==> config.mk <==
export PLATFORM = sky130hd
export DESIGN_NAME = c1541_sd_arbiter_flat
export DESIGN_NICKNAME = d
export VERILOG_FILES = /design/src/rtl/c1541_sd_arbiter_pkg.sv /design/src/rtl/c1541_sd_arbiter_if.sv /design/src/rtl/c1541_sd_arbiter_rr_pick.sv /design/src/rtl/c1541_sd_arbiter.sv /design/src/flat_wrapper.sv
export SDC_FILE = /design/constraint.sdc
export NUM_CORES = 1
export LEC_CHECK = 0
export CAP_MARGIN = 15
export CELL_PAD_IN_SITES_DETAIL_PLACEMENT = 2
export CELL_PAD_IN_SITES_GLOBAL_PLACEMENT = 2
export CORE_MARGIN = 2
export CORE_UTILIZATION = 22
export DETAILED_ROUTE_END_ITERATION = 7
export GPL_ROUTABILITY_DRIVEN = 0
export PLACE_DENSITY_LB_ADDON = 0.05
export REMOVE_ABC_BUFFERS = 1
export SYNTH_ARGS = -nofsm -noshare
export SYNTH_HDL_FRONTEND = slang
export SYNTH_HIERARCHICAL = 1
export SYNTH_SLANG_ARGS = --single-unit
==> constraint.sdc <==
create_clock -name clk -period 4 [get_ports clk]
set_input_delay 0.6 -clock clk [delete_from_list [all_inputs] [get_ports clk]]
set_output_delay 0.6 -clock clk [all_outputs]
set_load 0.005 [all_outputs]
==> src/rtl/c1541_sd_arbiter_pkg.sv <==
// Shared types for the C1541 SD channel arbiter.
package c1541_pkg;

   localparam int unsigned MAX_DRIVES = 4;
   localparam int unsigned GRANT_W    = $clog2(MAX_DRIVES);

   typedef logic [GRANT_W-1:0] drive_idx_t;

   typedef enum logic [1:0] {IDLE, ISSUE, XFER} arb_state_t;
   typedef enum logic {OP_RD, OP_WR} sd_op_t;

   // Round-robin successor of cur among num requesters (wraps to 0).
   function automatic drive_idx_t rr_next(input drive_idx_t cur, input int unsigned num);
      if (32'(cur) + 32'd1 >= num) begin
         return '0;
      end
      return cur + 1'b1;
   endfunction

endpackage

==> src/rtl/c1541_sd_arbiter_if.sv <==
// Bundle of requester-side and HPS-side SD channel signals.
// master: the arbiter (owns the HPS channel); slave: requesters plus HPS.
interface c1541_sd_arbiter_if #(
   parameter int unsigned NUM_DRIVES = 2
) ();

   logic [32*NUM_DRIVES-1:0] req_lba;
   logic [NUM_DRIVES-1:0]    req_rd;
   logic [NUM_DRIVES-1:0]    req_wr;
   logic [NUM_DRIVES-1:0]    req_ack;
   logic [8*NUM_DRIVES-1:0]  req_buff_din;
   logic [NUM_DRIVES-1:0]    req_buff_wr;
   logic [31:0]              sd_lba;
   logic                     sd_rd;
   logic                     sd_wr;
   logic                     sd_ack;
   logic                     sd_buff_wr;
   logic [7:0]               sd_buff_din;
   c1541_pkg::drive_idx_t    grant;
   logic                     busy;
   logic                     timeout_err;

   modport master (
      input  req_lba, req_rd, req_wr, req_buff_din, sd_ack, sd_buff_wr,
      output req_ack, req_buff_wr, sd_lba, sd_rd, sd_wr, sd_buff_din, grant, busy, timeout_err
   );

   modport slave (
      output req_lba, req_rd, req_wr, req_buff_din, sd_ack, sd_buff_wr,
      input  req_ack, req_buff_wr, sd_lba, sd_rd, sd_wr, sd_buff_din, grant, busy, timeout_err
   );

endinterface

==> src/rtl/c1541_sd_arbiter_rr_pick.sv <==
// Combinational round-robin picker: first pending index at or after rr_ptr_i.
module c1541_rr_pick
   import c1541_pkg::*;
#(
   parameter int unsigned NUM_REQ = 2
) (
   input  logic [NUM_REQ-1:0] pending_i,
   input  drive_idx_t         rr_ptr_i,
   output logic               found_o,
   output drive_idx_t         index_o
);

   int unsigned          idx;
   logic [NUM_REQ-1:0]   pend_sh;

   // Scan rr_ptr_i, rr_ptr_i+1, ... modulo NUM_REQ; first hit wins.
   always_comb begin
      found_o = 1'b0;
      index_o = '0;
      idx     = 0;
      pend_sh = '0;
      for (int unsigned k = 0; k < NUM_REQ; k++) begin
         idx     = (32'(rr_ptr_i) + k) % NUM_REQ;
         pend_sh = pending_i >> idx;
         if (!found_o && pend_sh[0]) begin
            found_o = 1'b1;
            index_o = drive_idx_t'(idx);
         end
      end
   end

endmodule

==> src/rtl/c1541_sd_arbiter.sv <==
// Round-robin arbiter sharing one HPS SD block channel among NUM_DRIVES track buffers.
// Grant is held for a whole LBA transfer: request, sd_ack rise, sd_ack fall.
// Optional ISSUE timeout: define C1541_SDARB_TIMEOUT_EN.
module c1541_sd_arbiter
   import c1541_pkg::*;
#(
   parameter int unsigned NUM_DRIVES = 2,
   parameter logic [23:0] TIMEOUT    = 24'd8000000
) (
   input logic                clk,
   input logic                reset,
   c1541_sd_arbiter_if.master bus
);

   arb_state_t               state_q, state_d;
   drive_idx_t               rr_ptr_q, rr_ptr_d;
   drive_idx_t               grant_q, grant_d;
   logic [31:0]              lba_q, lba_d;
   sd_op_t                   op_q, op_d;

   logic [NUM_DRIVES-1:0]    pending;
   logic [NUM_DRIVES-1:0]    wr_sh;
   logic [32*NUM_DRIVES-1:0] lba_sh;
   logic [8*NUM_DRIVES-1:0]  din_sh;
   logic                     pick_found;
   drive_idx_t               pick_idx;

`ifdef C1541_SDARB_TIMEOUT_EN
   logic [23:0]              cnt_q, cnt_d;
   logic                     timeout_err_q, timeout_err_d;
`else
   logic                     unused_timeout;
   assign unused_timeout = ^TIMEOUT;
`endif

   assign pending = bus.req_rd | bus.req_wr;
   assign wr_sh   = bus.req_wr >> pick_idx;
   assign lba_sh  = bus.req_lba >> {pick_idx, 5'b00000};
   assign din_sh  = bus.req_buff_din >> {grant_q, 3'b000};

   c1541_rr_pick #(
      .NUM_REQ (NUM_DRIVES)
   ) u_pick (
      .pending_i (pending),
      .rr_ptr_i  (rr_ptr_q),
      .found_o   (pick_found),
      .index_o   (pick_idx)
   );

   // Next-state: grant in IDLE, wait for ack in ISSUE, wait for ack fall in XFER.
   always_comb begin
      state_d  = state_q;
      rr_ptr_d = rr_ptr_q;
      grant_d  = grant_q;
      lba_d    = lba_q;
      op_d     = op_q;
`ifdef C1541_SDARB_TIMEOUT_EN
      cnt_d         = cnt_q;
      timeout_err_d = 1'b0;
`endif
      unique case (state_q)
         IDLE: begin
            // sd_ack here is a stray or late ack and is deliberately ignored.
            if (pick_found) begin
               grant_d = pick_idx;
               lba_d   = lba_sh[31:0];
               op_d    = wr_sh[0] ? OP_WR : OP_RD;
               state_d = ISSUE;
`ifdef C1541_SDARB_TIMEOUT_EN
               cnt_d   = '0;
`endif
            end
         end
         ISSUE: begin
            if (bus.sd_ack) state_d = XFER;
`ifdef C1541_SDARB_TIMEOUT_EN
            else if (cnt_q == TIMEOUT - 24'd1) begin
               state_d       = IDLE;
               rr_ptr_d      = rr_next(grant_q, NUM_DRIVES);
               timeout_err_d = 1'b1;
            end else begin
               cnt_d = cnt_q + 24'd1;
            end
`endif
         end
         XFER: begin
            if (!bus.sd_ack) begin
               state_d  = IDLE;
               rr_ptr_d = rr_next(grant_q, NUM_DRIVES);
            end
         end
         default: state_d = IDLE;
      endcase
   end

   // State register; reset aborts any transfer in flight.
   always_ff @(posedge clk) begin
      if (reset) begin
         state_q  <= IDLE;
         rr_ptr_q <= '0;
         grant_q  <= '0;
         lba_q    <= '0;
         op_q     <= OP_RD;
`ifdef C1541_SDARB_TIMEOUT_EN
         cnt_q         <= '0;
         timeout_err_q <= 1'b0;
`endif
      end else begin
         state_q  <= state_d;
         rr_ptr_q <= rr_ptr_d;
         grant_q  <= grant_d;
         lba_q    <= lba_d;
         op_q     <= op_d;
`ifdef C1541_SDARB_TIMEOUT_EN
         cnt_q         <= cnt_d;
         timeout_err_q <= timeout_err_d;
`endif
      end
   end

   // Outputs: HPS requests from state, ack/strobe routed to the granted requester in XFER.
   always_comb begin
      bus.sd_rd       = (state_q == ISSUE) && (op_q == OP_RD);
      bus.sd_wr       = (state_q == ISSUE) && (op_q == OP_WR);
      bus.sd_lba      = lba_q;
      bus.grant       = grant_q;
      bus.busy        = (state_q != IDLE);
      bus.sd_buff_din = (state_q != IDLE) ? din_sh[7:0] : 8'h00;
      bus.req_ack     = '0;
      bus.req_buff_wr = '0;
      for (int unsigned i = 0; i < NUM_DRIVES; i++) begin
         if ((state_q == XFER) && (grant_q == drive_idx_t'(i))) begin
            bus.req_ack[i]     = bus.sd_ack;
            bus.req_buff_wr[i] = bus.sd_buff_wr;
         end
      end
   end

`ifdef C1541_SDARB_TIMEOUT_EN
   assign bus.timeout_err = timeout_err_q;
`else
   assign bus.timeout_err = 1'b0;
`endif

endmodule

==> src/flat_wrapper.sv <==
// flat-port wrapper written by rule: the top's interface ports become plain ports
module c1541_sd_arbiter_flat import c1541_pkg::*;
#(
   parameter int unsigned NUM_DRIVES = 2,
   parameter logic [23:0] TIMEOUT    = 24'd8000000
)
  (clk, reset, bus_req_lba, bus_req_rd, bus_req_wr, bus_req_buff_din, bus_sd_ack, bus_sd_buff_wr, bus_req_ack, bus_req_buff_wr, bus_sd_lba, bus_sd_rd, bus_sd_wr, bus_sd_buff_din, bus_grant, bus_busy, bus_timeout_err);
  c1541_sd_arbiter_if #(.NUM_DRIVES(NUM_DRIVES)) bus_i ();
  input logic clk;
  input logic reset;
  input wire logic [$bits(bus_i.req_lba)-1:0] bus_req_lba;
  input wire logic [$bits(bus_i.req_rd)-1:0] bus_req_rd;
  input wire logic [$bits(bus_i.req_wr)-1:0] bus_req_wr;
  input wire logic [$bits(bus_i.req_buff_din)-1:0] bus_req_buff_din;
  input wire logic [$bits(bus_i.sd_ack)-1:0] bus_sd_ack;
  input wire logic [$bits(bus_i.sd_buff_wr)-1:0] bus_sd_buff_wr;
  output wire logic [$bits(bus_i.req_ack)-1:0] bus_req_ack;
  output wire logic [$bits(bus_i.req_buff_wr)-1:0] bus_req_buff_wr;
  output wire logic [$bits(bus_i.sd_lba)-1:0] bus_sd_lba;
  output wire logic [$bits(bus_i.sd_rd)-1:0] bus_sd_rd;
  output wire logic [$bits(bus_i.sd_wr)-1:0] bus_sd_wr;
  output wire logic [$bits(bus_i.sd_buff_din)-1:0] bus_sd_buff_din;
  output wire logic [$bits(bus_i.grant)-1:0] bus_grant;
  output wire logic [$bits(bus_i.busy)-1:0] bus_busy;
  output wire logic [$bits(bus_i.timeout_err)-1:0] bus_timeout_err;
  assign bus_i.req_lba = bus_req_lba;
  assign bus_i.req_rd = bus_req_rd;
  assign bus_i.req_wr = bus_req_wr;
  assign bus_i.req_buff_din = bus_req_buff_din;
  assign bus_i.sd_ack = bus_sd_ack;
  assign bus_i.sd_buff_wr = bus_sd_buff_wr;
  assign bus_req_ack = bus_i.req_ack;
  assign bus_req_buff_wr = bus_i.req_buff_wr;
  assign bus_sd_lba = bus_i.sd_lba;
  assign bus_sd_rd = bus_i.sd_rd;
  assign bus_sd_wr = bus_i.sd_wr;
  assign bus_sd_buff_din = bus_i.sd_buff_din;
  assign bus_grant = bus_i.grant;
  assign bus_busy = bus_i.busy;
  assign bus_timeout_err = bus_i.timeout_err;
  c1541_sd_arbiter #(.NUM_DRIVES(NUM_DRIVES), .TIMEOUT(TIMEOUT)) u_core (.clk(clk), .reset(reset), .bus(bus_i));
endmodule
==> impl_results.md <==
* Average cell area after synthesis at 11.86 um^2
* Largest driver fanout on the critical path at 12
* Routed WL per cell at 16.17 um
* Post-placement cell count at 409
* Number of buffers inserted by post-CTS setup repair at 0
* Detailed Place HPWL at 5.381 mm
* Final hold violations at 0
* Remaining antenna violation count after routing at 0
* Clk Tree Root Cell: clkbuf_8
* Min cycle time layout at ~2.6 ns
* Core Region at 9109 um^2
* Signal arrival time at the worst endpoint at 2.00 ns
* Element type at the critical path end: output port
* Switch Pwr at ~270 uW
* Largest net degree at the start of global routing at 26
* Insertion delay of the later-clocked pin in the worst-skew pair at around 0.28 ns
* CTS Buffer Depth at 2
* H-tree depth at 2
* Global routing usage summed across all routing layers at 13.51%
* Total clock buffers created by CTS at 5
* Fraction of final layout cells with drive strength greater than 1 at 14.38%
* Number of I/O port buffers at 136
* Number of ports placed on the die boundary at 138
* Final cell count without fillers at 417
* Switching power share of the total at 27.40%
* Number of design rule violations left after detail routing at 0
* Post-synthesis cell count at 172
* Type of the most critical hold path: flip-flop to flip-flop
* Number of synthesis warnings at 6
* CTS Hold Buffers Added at 0
* Leakage power at 1.277 nW
* Avg Vias per Cell at 4.436
* Clock sink total at 38
* Worst setup slack for register-to-register paths at 2.12 ns
* Count of final setup violators at 0
* Power share of the combinational group at roughly 29%
* Vertical extent of the die at 100.3 um
* Internal portion of total power at 728.1 uW
* Post_cts resized at 0
* Total gr overflow at 0
* Sequential group share of total power at 42.5%
* Result of the run: finished clean
* Final Cycle Share at 64.94%
* Synth-to-layout area growth at 75.28%
* Synth Cell Area at 2039 um^2
* Highest attainable clock frequency at roughly 380 MHz
* Startpoint kind of the worst setup timing path: flip-flop
* Clock transition time at the flip-flop clock pins of the worst setup and hold paths at about 0.08 ns
* R2R depth at 5
* Global-route wire length before repair at approximately 11 mm
* Width of the chip at approximately 100 um
* Kind of critical path: flip-flop to output port
* Starting utilization of the core area at 22.39%
* Antenna violations before repair at 0
* Number of detailed-route iterations in the first pass at 4
* Via count of the first global-routing pass at 2021
* Total power per unit cell area at 280.5 nW/um^2
* Worst setup endpoint: bus_req_ack[0]
* Post-Route Utilization at 39.24%
* Clock share of power at between 20% and 30%
* Endpoint of the lowest-slack register-to-register path: u_core/bus.sd_lba[4]$_SDFFE_PP0P_
* Final antenna diode count at 0
* Largest vdd supply drop at ~0.11 mV
* Setup repair after global routing missed its margin: no
* Accumulated negative setup slack at 0 ns
* Post-Route WL at 6.741 mm
* Die area at 10060 um^2
* Pins Over Slew Limit at 0
* Setup clock skew after layout at 0.007903 ns
* Standard-cell rows at 35
* Max cap viols at 0
* Launch point of the worst reg-to-reg path: u_core/rr_ptr_q[0]$_SDFFE_PP0P_
* Worst slew pin tran at 0.7668 ns
* Initial DRC Count at 18
* Relative slew slack at 48.75%
* Data required, critical path at 3.40 ns
* Layout Nets at 396
* TritonCTS clock tree: built
* Total number of vias at approximately 1.9k
* Critical Path Start: u_core/bus.grant[0]$_SDFFE_PP0P_
[sequential cells by signal, indices dropped and copies added (netlist names)]
register	cells
u_core/bus.grant	2
u_core/bus.sd_lba	32
u_core/op_q	1
u_core/rr_ptr_q	1
u_core/state_q	2
[how the worst min path moves through the flow]
stage / startpoint / endpoint / slack (ns) / cells after the start
floorplan: u_core/op_q$_SDFFE_PP0P_ / u_core/op_q$_SDFFE_PP0P_ / 0.45 / 1
finish: u_core/bus.sd_lba[11]$_SDFFE_PP0P_ / u_core/bus.sd_lba[11]$_SDFFE_PP0P_ / 0.47 / 1
CTS: u_core/bus.sd_lba[11]$_SDFFE_PP0P_ / u_core/bus.sd_lba[11]$_SDFFE_PP0P_ / 0.48 / 1
detailed placement: u_core/bus.sd_lba[26]$_SDFFE_PP0P_ / u_core/bus.sd_lba[26]$_SDFFE_PP0P_ / 0.45 / 1
global route: u_core/bus.sd_lba[3]$_SDFFE_PP0P_ / u_core/bus.sd_lba[3]$_SDFFE_PP0P_ / 0.49 / 1
global placement: u_core/bus.sd_lba[28]$_SDFFE_PP0P_ / u_core/bus.sd_lba[28]$_SDFFE_PP0P_ / 0.44 / 1
[worst max-delay path, cell delays in order (launching register included)]
cell,delay (ns)
dfxtp_1,0.72
inv_1,0.14
ha_1,0.25
and3_1,0.17
clkdlybuf4s50_1,0.44
[routing by layer]
layer,vias up,wire length (um),share of wire (%),GRT usage (%)
met4,0,29,0.43,2.529
met1,890,2689,40,14.98
met2,70,3475,52,25.09
li1,888,-,-,-
met5,-,0,0,0
met3,2,547,8.1,4.596
[cell usage in the layout, fill, tap and decap left out]
master,n
and2b_2,1
o2bb2ai_1,13
clkinvlp_4,1
nor4_4,1
or2_2,3
nor2_4,1
buf_4,6
nor2_1,12
nor3b_1,3
conb_1,2
nor3b_4,1
dfxtp_1,38
o2bb2ai_4,2
nand2_2,1
a2111oi_0,1
clkdlybuf4s50_1,136
or2_1,1
mux2i_1,44
clkbuf_8,6
and3_1,4
a21boi_4,1
inv_1,3
and3b_2,1
ha_1,3
o2bb2ai_2,18
inv_6,1
nand2_1,1
xnor2_1,1
[layout make-up]
cell class,instances,area [um^2]
clock buffers,6,82.58
clock inverters,2,16.27
fillers,976,5534
inverters,3,11.26
multi-input cells,115,1159
flip-flops and latches,38,760.7
well taps,111,138.9
repair buffers,142,1406
[stage by stage]
step	instance area [um^2]	setup slack, ns	total power [mW]	hold slack, ns
floorplan	1914	0.1185	0.5400	0.4471
global placement	3476	1.157	0.7232	0.4447
detailed placement	3476	1.100	0.7265	0.4517
CTS	3575	1.332	1.026	0.4763
global route	3575	1.237	1.065	0.4890
finish	3575	1.403	1.003	0.4716
[power by group through the flow]
| stage | combinational, mW | clock (mW) | sequential [mW] |
|---|---|---|---|
| 2_1_floorplan | 0.107 | 0 | 0.433 |
| 3_3_place_gp | 0.288 | 0 | 0.435 |
| 3_5_place_dp | 0.292 | 0 | 0.435 |
| 4_1_cts | 0.293 | 0.306 | 0.427 |
| 5_1_grt | 0.311 | 0.324 | 0.430 |
| 6_report | 0.287 | 0.290 | 0.426 |
Note: power is estimated with default switching activity, not from simulation.
